===== src/rtl/rf_write_arbiter.sv =====
// Register-file write-port arbiter: two writeback requesters (A = ALU,
// B = load) share one register-file write port. Grants are combinational
// and alternate under contention; the write port itself is registered.
module rf_write_arbiter #(
  parameter int unsigned DATA_WIDTH = 32,
  parameter int unsigned ADDR_WIDTH = 5,
  parameter bit          DROP_ZERO  = 1'b1
) (
  input  logic                  clk,
  input  logic                  rst,
  input  logic                  hold,
  input  logic                  a_valid,
  input  logic [ADDR_WIDTH-1:0] a_addr,
  input  logic [DATA_WIDTH-1:0] a_data,
  output logic                  a_ready,
  input  logic                  b_valid,
  input  logic [ADDR_WIDTH-1:0] b_addr,
  input  logic [DATA_WIDTH-1:0] b_data,
  output logic                  b_ready,
  output logic                  wr_en,
  output logic [ADDR_WIDTH-1:0] wr_addr,
  output logic [DATA_WIDTH-1:0] wr_data,
  output logic                  addr_conflict,
  output logic [15:0]           wr_count
);

  localparam int unsigned CNT_W = 16;

  // Round-robin priority pointer: which requester wins a tie next.
  typedef enum logic {
    PRI_A = 1'b0,
    PRI_B = 1'b1
  } pri_e;

  pri_e                  pri_q;
  pri_e                  pri_d;
  logic                  wr_en_q;
  logic [ADDR_WIDTH-1:0] wr_addr_q;
  logic [DATA_WIDTH-1:0] wr_data_q;
  logic                  conflict_q;
  logic [CNT_W-1:0]      wr_count_q;

  logic                  grant_a;
  logic                  grant_b;
  logic [ADDR_WIDTH-1:0] sel_addr;
  logic [DATA_WIDTH-1:0] sel_data;
  logic                  commit_d;
  logic                  conflict_d;

  // Grant selection: lone requester wins, ties go to the pointer; nothing
  // is granted during reset or hold.
  always_comb begin
    grant_a = 1'b0;
    grant_b = 1'b0;
    if (!rst && !hold) begin
      if (a_valid && (!b_valid || pri_q == PRI_A)) begin
        grant_a = 1'b1;
      end else if (b_valid) begin
        grant_b = 1'b1;
      end
    end
  end

  // Winning payload, commit qualification, pointer and conflict next-state.
  always_comb begin
    sel_addr   = grant_b ? b_addr : a_addr;
    sel_data   = grant_b ? b_data : a_data;
    // Address-0 writes are still handshaken but never reach the register file.
    commit_d   = (grant_a || grant_b) && !(DROP_ZERO && (sel_addr == '0));
    pri_d      = pri_q;
    if (grant_a) begin
      pri_d = PRI_B;
    end else if (grant_b) begin
      pri_d = PRI_A;
    end
    conflict_d = !hold && a_valid && b_valid && (a_addr == b_addr);
  end

  // Registered write port, pointer, conflict pulse and commit counter.
  always_ff @(posedge clk) begin
    if (rst) begin
      pri_q      <= PRI_A;
      wr_en_q    <= 1'b0;
      wr_addr_q  <= '0;
      wr_data_q  <= '0;
      conflict_q <= 1'b0;
      wr_count_q <= '0;
    end else begin
      pri_q      <= pri_d;
      wr_en_q    <= commit_d;
      conflict_q <= conflict_d;
      if (commit_d) begin
        wr_addr_q  <= sel_addr;
        wr_data_q  <= sel_data;
        wr_count_q <= wr_count_q + CNT_W'(1);
      end
    end
  end

  assign a_ready       = grant_a;
  assign b_ready       = grant_b;
  assign wr_en         = wr_en_q;
  assign wr_addr       = wr_addr_q;
  assign wr_data       = wr_data_q;
  assign addr_conflict = conflict_q;
  assign wr_count      = wr_count_q;

endmodule


===== config.mk =====
export PLATFORM = sky130hd
export DESIGN_NAME = rf_write_arbiter
export DESIGN_NICKNAME = d
export VERILOG_FILES = /design/src/rtl/rf_write_arbiter.sv
export SDC_FILE = /design/constraint.sdc
export NUM_CORES = 1
export LEC_CHECK = 0
export BUFFER_PORTS_ARGS = -buffer_cell sky130_fd_sc_hd__buf_4
export CAP_MARGIN = 20
export CORE_ASPECT_RATIO = 2
export CORE_MARGIN = 5
export CORE_UTILIZATION = 46
export DETAILED_ROUTE_END_ITERATION = 10
export HOLD_SLACK_MARGIN = 0.1
export PLACE_DENSITY = 0.85
export SLEW_MARGIN = 15
export SYNTH_ARGS = -nofsm -noshare
export SYNTH_HDL_FRONTEND = slang
export SYNTH_SLANG_ARGS = --single-unit

===== constraint.sdc =====
create_clock -name clk -period 2.3 [get_ports clk]
set_input_delay 0.46 -clock clk [delete_from_list [all_inputs] [get_ports clk]]
set_output_delay 0.46 -clock clk [all_outputs]
set_load 0.05 [all_outputs]

==> results.tsv <==
stage	metric	value	unit
global_route	GRT Total Usage	19.6	%
cells_and_area	Final Util	67.5	%
timing	Hold Fails Final Rpt	0	
detailed_routing	DRT Pass-1 Iters	5	
setup_path	Critical Path Start Type	flip-flop	
hold_path	WHS Endpoint	addr_conflict	
hold_path	hold path cells	3	
clock_network	H-Tree Level Count	2	
timing	Worst Tran Pin Value	0.647	ns
clock_network	CTS resizes	0	
timing	endpoints failing setup	0	
power_and_ir_drop	Comb pwr share	24.3	%
detailed_routing	Wirelength per Cell	16.3	um
cells_and_area	Cell Count, Final, Fillers Out	474	
global_route	GRT overflow	0	
detailed_routing	Post-Route WL	7730	um
detailed_routing	vias	2656	
power_and_ir_drop	PD cells	589	mW/mm^2
setup_path	Worst Setup End Kind	flip-flop	
yosys	synthesized cell area	0.00279	mm^2
power_and_ir_drop	clock power share	31.8	%
clock_network	post-CTS setup buffers	0	
hold_path	Hold Path Origin	a_valid	
yosys	asr flop ratio synth	0	%
yosys	post-synth top area share	40.2	%
clock_network	clk_lat worst skew	0.29	ns
detailed_routing	# DRC	0	
power_and_ir_drop	Sw Share	30.0	%
detailed_routing	Vias/cell	5.60	
timing	FMAX	483	MHz
power_and_ir_drop	Sw Pwr	0.710	mW
floorplan	full die area	0.00782	mm^2
timing	Pins Over Slew Limit	0	
global_route	pin count of the biggest net entering global routing	47	
placed_design	IO buf count	135	
floorplan	chip width	65.1	um
setup_path	r2r setup slk	0.23	ns
setup_path	Reg-to-Reg End	wr_count[10]	
cells_and_area	fillcell total	488	
floorplan	io pins	136	
yosys	Synth area leaders	dfxtp_1, mux2i_1, a211oi_2	
hold_path	HP Class	input port to flip-flop	
timing	worst rel slew slack	56.5	%
power_and_ir_drop	Power Internal	1.66	mW
placed_design	DP HPWL	6140	um
setup_path	RR Startpoint	pri_q	
floorplan	Core Rows	40	
yosys	sequential area share after synthesis	40.2	%
run	max cap viols	0	
yosys	area leader, netlist	dfxtp_1	
setup_path	crit path max fanout	10	
cells_and_area	layout cells sized above 1	47.0	%
timing	Final min period	2.07	ns
floorplan	core region area	0.00596	mm^2
setup_path	Slowest-stage cell, CP	or4_1	
global_route	vias in the first global route	2714	
timing	RSZ-0062 raised after global routing	false	
cells_and_area	nets@finish	490	
power_and_ir_drop	maximum vdd drop	0.415	mV
setup_path	Arr. time, crit path	2.29	ns
clock_network	CTS sink cnt	56	
yosys	Syn Nets	358	
setup_path	CP Class	flip-flop to flip-flop	
detailed_routing	DRT antenna net count	0	
yosys	Cells after Synth	278	
cells_and_area	commonest non-fill, non-tap cell in the layout	buf_4	
setup_path	critical path, cell by cell	nand2b_1 > nor4b_4 > or3_1 > buf_4 > or4_1 > a21oi_1	
timing	Final period util	90.1	%
yosys	unique cell type count in the Yosys netlist	39	
yosys	yosys warns	0	
placed_design	Placer Congestion	0.870	
power_and_ir_drop	Leakage Power	1.92	nW
power_and_ir_drop	total power	2.37	mW
global_route	initial antenna violation count	0	
setup_path	Reg2Reg Depth	6	
floorplan	starting density of the core	46.8	%
timing	setup TNS	0	ns
clock_network	CTS Buffer Depth	2	
global_route	global-route wire length before repair	12300	um
yosys	FF+latch count, synth	56	
placed_design	placed instance count	466	
setup_path	Req. time, crit path	2.52	ns
clock_network	CTS Hold Buffers Added	0	
clock_network	TritonCTS Buffers	5	
yosys	Synth Flop Type	dfxtp_1	
power_and_ir_drop	sequential share of power	43.9	%
yosys	mean post-synth cell area	10.0	um^2
clock_network	CTS tree	done	
yosys	Post-synth EDFFs	0	
clock_network	clock-pin slew on the worst setup and hold paths	0.07	ns
outcome	status	finished, final reports clean	
setup_path	max incr delay on CP	0.50	ns
cells_and_area	area growth from synthesis to layout	44.1	%
detailed_routing	Starting DRT DRC Count	109	
timing	Setup Skew	0.00788	ns
cells_and_area	ANT cells	0	
floorplan	Die Height	120	um
clock_network	CTS root buf	clkbuf_16	
cells_and_area	most frequent cells in the layout	buf_4, dfxtp_1, mux2i_1	
state kept, by name, summed over array words and instances (netlist names):
signal,count
pri_q,1
addr_conflict,1
wr_en,1
wr_addr,5
wr_count,16
wr_data,32
stage by stage:
step           area, um^2  hold slack (ns)  worst slack, ns
6_report             4020            0.469            0.229
4_1_cts              4020            0.461            0.256
3_5_place_dp         3870            0.462           0.0553
2_1_floorplan        2790            0.475           0.0245
5_1_grt              4020            0.487            0.118
3_3_place_gp         3870            0.457            0.116
power groups by stage:
stage | Sequential [mW] | Clock (mW) | Combinational [mW]
floorplan | 1.22 | 0 | 0.199
global placement | 1.06 | 0 | 0.567
detailed placement | 1.06 | 0 | 0.579
CTS | 1.04 | 0.775 | 0.580
global route | 1.05 | 0.818 | 0.609
finish | 1.04 | 0.753 | 0.574
kinds of logic (layout without fill, tap and decap cells):
kind of cell | Yosys count | after routing | synth area share, %
AO/OA/AOI/OAI | 57 | 57 | 20.3
XOR/XNOR | 10 | 10 | 3.14
adder cells (fa/ha/maj) | 1 | 1 | 0.448
buffers and inverters | 23 | 156 | 4.48
flip-flops | 56 | 56 | 40.2
multiplexers | 41 | 41 | 14.7
AND/OR/NAND/NOR | 90 | 90 | 16.7
cell usage after synthesis, types with 2 or more instances:
library cell,count
a211oi_1,5
a211oi_2,29
a21oi_1,11
a2bb2oi_1,3
and3_1,2
and4_1,2
buf_2,7
buf_6,4
clkbuf_1,8
dfxtp_1,56
inv_1,2
mux2i_1,41
nand2_1,17
nand3_1,7
nand3b_1,2
nand4_1,3
nor2_1,39
nor4_1,4
o31ai_1,4
or4_1,5
xnor2_1,8
xor2_1,2
cell type report:
| cell class | instances | area (um^2) | share of cell area [%] |
|---|---|---|---|
| repair buffers | 145 | 1110 | 27.7 |
| inverters | 3 | 11.3 | 0.280 |
| clock buffers | 5 | 125 | 3.11 |
| clock inverters | 3 | 21.3 | 0.529 |
| multi-input cells | 199 | 1550 | 38.5 |
| flip-flops and latches | 56 | 1120 | 27.9 |
| well taps | 63 | 78.8 | 1.96 |
worst max-delay path by stage:
stage	start	end	slack [ns]	cells past startpoint
final	pri_q	wr_count[10]	0.23	6
after global placement	b_addr[2]	wr_data[1]	0.12	8
after global routing	pri_q	wr_count[10]	0.12	6
after detailed placement	b_addr[2]	wr_data[26]	0.06	8
after CTS	pri_q	wr_count[10]	0.26	6
after floorplan	rst	b_ready	0.02	6
worst max-delay path: cells and delay by family (launching register included):
family	cells	cell delay, ns
and+or+nand+nor	4	1.31
DFF	1	0.33
buffers and inverters	1	0.19
AOI/OAI and AO/OA	1	0.18
layer usage:
| metal | global-route usage (%) | wire (um) |
|---|---|---|
| met5 | 0 | 0 |
| met4 | 7.66 | 278 |
| met3 | 4.40 | 581 |
| met2 | 37.1 | 4270 |
| met1 | 20.1 | 2600 |
Note: power is estimated with default switching activity, not from simulation.
